==> config.mk <==
export PLATFORM = sky130hd
export DESIGN_NAME = axis_credit_gate_flat
export DESIGN_NICKNAME = d
export VERILOG_FILES = /design/src/rtl/axis_credit_gate_if.sv /design/src/rtl/axis_credit_gate.sv /design/src/flat_wrapper.sv
export SDC_FILE = /design/constraint.sdc
export NUM_CORES = 1
export LEC_CHECK = 0
export BUFFER_PORTS_ARGS = -buffer_cell sky130_fd_sc_hd__buf_2
export CORE_ASPECT_RATIO = 0.7
export CORE_MARGIN = 2
export CORE_UTILIZATION = 50
export CTS_CLUSTER_DIAMETER = 50
export DETAILED_ROUTE_END_ITERATION = 10
export PLACE_DENSITY = 0.77
export SLEW_MARGIN = 40
export SYNTH_ARGS = -nofsm -noshare
export SYNTH_HDL_FRONTEND = slang
export SYNTH_SLANG_ARGS = --single-unit
==> constraint.sdc <==
create_clock -name clk -period 4.1 [get_ports clk]
set_input_delay 0.82 -clock clk [delete_from_list [all_inputs] [get_ports clk]]
set_output_delay 0.82 -clock clk [all_outputs]
set_load 0.02 [all_outputs]
==> src/rtl/axis_credit_gate_if.sv <==
// Byte-wide AXI4-Stream link carrying R/G/B bytes into the credit gate.
// The master drives valid/data/last; the slave answers with ready.
interface axis_credit_gate_if;
    logic       tvalid;
    logic       tready;
    logic [7:0] tdata;
    logic       tlast;

    modport master (
        output tvalid,
        output tdata,
        output tlast,
        input  tready
    );

    modport slave (
        input  tvalid,
        input  tdata,
        input  tlast,
        output tready
    );
endinterface

==> src/rtl/axis_credit_gate.sv <==
// Credit-based admission stage in front of a pipeline with no backpressure:
// a byte is admitted only while a downstream FIFO slot is guaranteed for it.
module axis_credit_gate #(
    parameter int FIFO_DEPTH = 512,
    parameter int CREDIT_W   = 10
) (
    input  logic                clk,
    input  logic                rst_n,
    axis_credit_gate_if.slave   s_axis,
    output logic                pipe_valid_o,
    output logic [7:0]          pipe_data_o,
    input  logic                ret_i,
    output logic [CREDIT_W-1:0] credits_o,
    output logic [1:0]          phase_o,
    output logic                err_tlast_o,
    output logic                err_credit_o,
    input  logic                clr_err_i
);
    localparam logic [CREDIT_W-1:0] FULL_C = CREDIT_W'(FIFO_DEPTH);
    localparam logic [CREDIT_W-1:0] ONE_C  = CREDIT_W'(1);

    typedef enum logic [1:0] {
        PH_R = 2'd0,
        PH_G = 2'd1,
        PH_B = 2'd2
    } phase_e;

    logic [CREDIT_W-1:0] credits_q, credits_d;
    phase_e              phase_q, phase_d;
    logic                pipe_valid_q, pipe_valid_d;
    logic [7:0]          pipe_data_q, pipe_data_d;
    logic                err_tlast_q, err_tlast_d;
    logic                err_credit_q, err_credit_d;

    logic tready;
    logic acc;
    logic err_tlast_set;
    logic err_credit_set;

    // Ready depends only on registered credits, never on tvalid.
    assign tready        = (credits_q != '0);
    assign s_axis.tready = tready;
    assign acc           = s_axis.tvalid & tready;

    always_comb begin
        credits_d      = credits_q;
        err_credit_set = 1'b0;
        unique case ({acc, ret_i})
            2'b10: credits_d = credits_q - ONE_C;
            2'b01: begin
                if (credits_q == FULL_C) begin
                    err_credit_set = 1'b1;
                end else begin
                    credits_d = credits_q + ONE_C;
                end
            end
            default: credits_d = credits_q;
        endcase
    end

    // A tlast on R or G resynchronises the phase to R; the byte still goes through.
    always_comb begin
        phase_d       = phase_q;
        err_tlast_set = 1'b0;
        if (acc) begin
            if (s_axis.tlast) begin
                err_tlast_set = (phase_q != PH_B);
                phase_d       = PH_R;
            end else begin
                unique case (phase_q)
                    PH_R:    phase_d = PH_G;
                    PH_G:    phase_d = PH_B;
                    default: phase_d = PH_R;
                endcase
            end
        end
    end

    always_comb begin
        pipe_valid_d = acc;
        pipe_data_d  = acc ? s_axis.tdata : pipe_data_q;
        // A set event in the same cycle as a clear keeps the flag raised.
        err_tlast_d  = err_tlast_set  | (err_tlast_q  & ~clr_err_i);
        err_credit_d = err_credit_set | (err_credit_q & ~clr_err_i);
    end

    always_ff @(posedge clk or negedge rst_n) begin
        if (!rst_n) begin
            credits_q    <= FULL_C;
            phase_q      <= PH_R;
            pipe_valid_q <= 1'b0;
            pipe_data_q  <= 8'h00;
            err_tlast_q  <= 1'b0;
            err_credit_q <= 1'b0;
        end else begin
            credits_q    <= credits_d;
            phase_q      <= phase_d;
            pipe_valid_q <= pipe_valid_d;
            pipe_data_q  <= pipe_data_d;
            err_tlast_q  <= err_tlast_d;
            err_credit_q <= err_credit_d;
        end
    end

    assign credits_o    = credits_q;
    assign phase_o      = phase_q;
    assign pipe_valid_o = pipe_valid_q;
    assign pipe_data_o  = pipe_data_q;
    assign err_tlast_o  = err_tlast_q;
    assign err_credit_o = err_credit_q;
endmodule

==> src/flat_wrapper.sv <==
// flat-port wrapper written by rule: the top's interface ports become plain ports
module axis_credit_gate_flat 
#(
    parameter int FIFO_DEPTH = 512,
    parameter int CREDIT_W   = 10
)
  (clk, rst_n, pipe_valid_o, pipe_data_o, ret_i, credits_o, phase_o, err_tlast_o, err_credit_o, clr_err_i, s_axis_tvalid, s_axis_tdata, s_axis_tlast, s_axis_tready);
  axis_credit_gate_if s_axis_i ();
  input  logic clk;
  input  logic rst_n;
  output logic pipe_valid_o;
  output logic [7:0] pipe_data_o;
  input  logic ret_i;
  output logic [CREDIT_W-1:0] credits_o;
  output logic [1:0] phase_o;
  output logic err_tlast_o;
  output logic err_credit_o;
  input  logic clr_err_i;
  input wire logic [$bits(s_axis_i.tvalid)-1:0] s_axis_tvalid;
  input wire logic [$bits(s_axis_i.tdata)-1:0] s_axis_tdata;
  input wire logic [$bits(s_axis_i.tlast)-1:0] s_axis_tlast;
  output wire logic [$bits(s_axis_i.tready)-1:0] s_axis_tready;
  assign s_axis_i.tvalid = s_axis_tvalid;
  assign s_axis_i.tdata = s_axis_tdata;
  assign s_axis_i.tlast = s_axis_tlast;
  assign s_axis_tready = s_axis_i.tready;
  axis_credit_gate #(.FIFO_DEPTH(FIFO_DEPTH), .CREDIT_W(CREDIT_W)) u_core (.clk(clk), .rst_n(rst_n), .s_axis(s_axis_i), .pipe_valid_o(pipe_valid_o), .pipe_data_o(pipe_data_o), .ret_i(ret_i), .credits_o(credits_o), .phase_o(phase_o), .err_tlast_o(err_tlast_o), .err_credit_o(err_credit_o), .clr_err_i(clr_err_i));
endmodule
==> results.txt <==
The final-report max-slew violation count came to 0. The kind of start point of the critical path is a flip-flop. From bottom edge to top edge, the die measures 47.19 um. The count of nets left with antenna violations once routing finished came out at 0. Of all nets on the critical path, the largest fanout is 13. In the routed design, unresolved DRC markers number 0. The number of hold buffers added after CTS was 0. For the worst setup path, the data arrival time is 3.71 ns.

In this run the critical register-to-register path is captured at u_core.credits_o[9]$_DFFE_PN1P_. The number of port buffers is 37. The number of different library cells in the post-synthesis netlist came out at 36. The number of placed I/O pins came out at 38. The number of buffers inserted during clock tree synthesis came out at 3.

The worst register-to-register path has a setup slack of 0.57 ns. The final cell count without fillers came out at 214. Setup repair after global routing left no endpoint under its margin. The post-synthesis area per instance is 9.451 um^2. The number of global-route vias before repair is 1039.

The number of endpoints with negative hold slack in the final report came out at 0. The total inserted antenna cells is 0. The total power consumption of the routed design came out at 0.001124 W.

The detailed router finished its first iteration with 49 violations. The startpoint of the most critical register-to-register path is u_core.credits_o[6]$_DFFE_PN0P_. The final number of setup-violating endpoints came out at 0. The synthesized design contains 0 enable-type register cells. For this design the static power due to leakage is 0.7919 nW. The global-route wire length before repair came out at 4919 um. The number of antenna violations at the first check in global routing is 0.

In the post-route analysis, the smallest setup slack over all paths is 0.5747 ns. For this run, the total global-route usage over all layers was measured as 0.2166. The mapped cell area came out at 1333 um^2. The startpoint-to-endpoint class of the critical path is reg -> reg.

The average detailed-routed wire length per instance is 14.33 um. In this run, placement finished with an instance count of 210. The clock transition at the registers of the reported paths is 0.08 ns. The relative max-transition margin is 0.6586. The post-CTS setup buffer count came out at 0. The TritonCTS sink count came out at 23.

The total negative slack for setup checks is 0 ns. The fraction of layout instances using a drive strength above 1 is 0.2944. The total nets after synthesis is 164. The HPWL after detailed placement came out at 2347 um. Post-CTS repair changed the size of 0 cells. The number of iterations in the first detailed-routing pass came out at 4. Between clock sinks in the finished design, the worst skew comes to 0.005578 ns. The worst setup slack before clock tree synthesis is 0.6688 ns. Compared with the post-synthesis result, the final layout area differs by 18.97%. The sequential cell area fraction in the yosys report is 0.4329. Global routing finished with a remaining overflow of 0. The count of maximum capacitance violations came out at 0. The CTS tree is yes. Yosys printed 0 warnings. Counting along the longest clock path gives a buffer depth of 2.

The number of storage elements in the synthesis netlist is 23. The worst hold endpoint is u_core.pipe_data_o[2]$_DFFE_PN0P_. In this run the most critical hold path is launched from u_core.pipe_data_o[2]$_DFFE_PN0P_. The pin count of the biggest net entering global routing came out at 24.

The clock latency of the later-clocked register in the worst-skew pair came out at 0.26 ns. The flow ran to the end, and the final reports show no timing, DRC or antenna violations. The largest voltage drop on the vdd net is 0.0004336 V. The standard cell core area is 2496 um^2. After floorplanning, the core was divided into 15 placement rows. The most used flip-flop cell after synthesis is dfrtp_1. STA puts the critical path data required time at 4.28 ns. Detailed routing inserted a total of 1135 vias. The initial cell density of the core is 0.5338. The power per standard cell area is 708.7 nW/um^2. The level count of the clock H-tree came out at 1. The die covers 3100 um^2. The weighted congestion at the end of routability-driven global placement is 0.8012. The worst setup path is captured at a flip-flop. After detailed routing, the number of vias per cell comes to 5.304. The worst hold margin came out at 0.4741 ns. For this run, the post-layout net count is 204.

The width of the die came out at 65.70 um. The type of the worst min-delay path is reg -> reg. The pin slew with the least headroom to its limit is 0.5121 ns.

The tree is rooted in a clkbuf_8. The synthesized instance count came out at 141. The post-route fraction of the period consumed by the critical path came out at 0.8598.

Wires add up to 3066 um. The worst reg-to-reg path cell count is 11. The share of synthesized registers carrying an async set or reset is 1.000. The number of cells traversed by the worst hold path is 2. The maximum frequency from static timing analysis came out at 283.7 MHz. The smallest clock period supported by the final layout is computed as 3.525 ns.
[worst max-delay path: stages (launching register included)]
cell	delay, ns
dfrtp_1	0.44
nor4_2	0.35
nand4_1	0.22
nand2_1	0.37
nand2_1	0.34
ha_1	0.45
and4_1	0.23
a21oi_1	0.19
a21oi_1	0.14
o31ai_1	0.36
o32ai_1	0.16
o221ai_1	0.19
[cell type report]
cell class / instances / area [um^2]
Fill cell: 212 / 910.9
Multi-Input combinational cell: 108 / 705.7
Sequential cell: 23 / 576.8
Timing Repair Buffer: 37 / 185.2
Clock buffer: 4 / 45.04
Tap cell: 34 / 42.54
Inverter: 8 / 30.03
[flip-flops by register name, indices dropped and copies added (netlist names)]
signal and cells:
u_core.pipe_valid_o 1, u_core.pipe_data_o 8, u_core.err_tlast_o 1, u_core.err_credit_o 1, u_core.phase_o 2, u_core.credits_o 10
[power breakdown]
group / switching, W / internal [W] / total, W / leakage (nW)
clock network: 0.0000709 / 0.0000693 / 0.000140 / 0.0228
registers: 0.0000696 / 0.000293 / 0.000362 / 0.273
logic: 0.000363 / 0.000258 / 0.000621 / 0.496
total: 0.000503 / 0.000620 / 0.00112 / 0.792
[layer usage]
metal | global-route usage | part of all wire | vias to the layer above
li1 | - | - | 563
met1 | 0.2866 | 0.44 | 530
met2 | 0.3697 | 0.49 | 38
met3 | 0.05276 | 0.058 | 4
met4 | 0.05000 | 0.0062 | 0
met5 | 0 | 0 | -
[Yosys cell counts, types with 2 or more instances]
library cell  instances  area, um^2
nor3_1                4       20.02
a21oi_2               3       26.28
mux2i_1               2       20.02
a21oi_1               9       45.04
mux2_2                3       33.78
inv_1                 7       26.28
o32ai_1               2       17.52
ha_1                  8       100.1
dfrtp_1              22       550.5
o21ai_0               3       15.01
nand3_1               5       25.02
nand2_1              31       116.4
xnor2_1               5       43.79
xor2_1                3       26.28
nand4_1               2       12.51
nor2_1               11       41.29
nand2b_1              2       12.51
[placed cells by master, fill, tap and decap left out, drive strengths merged, types with 2 or more instances in the layout]
| master | netlist | final |
|---|---|---|
| nand2 | 31 | 31 |
| nand4 | 2 | 2 |
| dfrtp | 22 | 22 |
| ha | 8 | 8 |
| a21oi | 12 | 12 |
| xor2 | 3 | 3 |
| inv | 7 | 7 |
| nand2b | 2 | 2 |
| mux2i | 2 | 2 |
| buf | 2 | 37 |
| nand3 | 5 | 5 |
| clkbuf | 0 | 4 |
| nor3 | 4 | 4 |
| o32ai | 2 | 2 |
| xnor2 | 5 | 5 |
| nor2 | 11 | 11 |
| mux2 | 3 | 3 |
| o21ai | 4 | 4 |
[stage by stage]
stage                     utilization  instance area [um^2]
after floorplan                     -                  1333
after global placement         0.6170                  1540
after detailed placement       0.6170                  1540
after CTS                      0.6351                  1585
after global routing           0.6351                  1585
final                          0.6351                  1585
[cell families (layout without fill, tap and decap cells)]
group,count (synthesis),in the layout,share of synthesized area
XOR/XNOR,8,8,0.05258
multiplexers,5,5,0.04037
adder cells (fa/ha/maj),9,9,0.09014
AND/OR/NAND/NOR,61,61,0.2094
flip-flops,23,23,0.4329
buffers and inverters,10,49,0.03755
AO/OA/AOI/OAI,25,25,0.1371
[how the worst max path moves through the flow]
| stage | to | from | cells past startpoint | slack [ns] |
|---|---|---|---|---|
| after floorplan | u_core.credits_o[9]$_DFFE_PN1P_ | u_core.credits_o[6]$_DFFE_PN0P_ | 12 | 0.87 |
| after global placement | u_core.credits_o[9]$_DFFE_PN1P_ | s_axis_tvalid | 10 | 0.89 |
| after detailed placement | u_core.credits_o[9]$_DFFE_PN1P_ | u_core.credits_o[6]$_DFFE_PN0P_ | 11 | 0.67 |
| after CTS | u_core.credits_o[9]$_DFFE_PN1P_ | u_core.credits_o[6]$_DFFE_PN0P_ | 11 | 0.64 |
| after global routing | u_core.credits_o[9]$_DFFE_PN1P_ | u_core.credits_o[6]$_DFFE_PN0P_ | 11 | 0.31 |
| final | u_core.credits_o[9]$_DFFE_PN1P_ | u_core.credits_o[6]$_DFFE_PN0P_ | 11 | 0.57 |
Power figures use the tool's default switching activity.
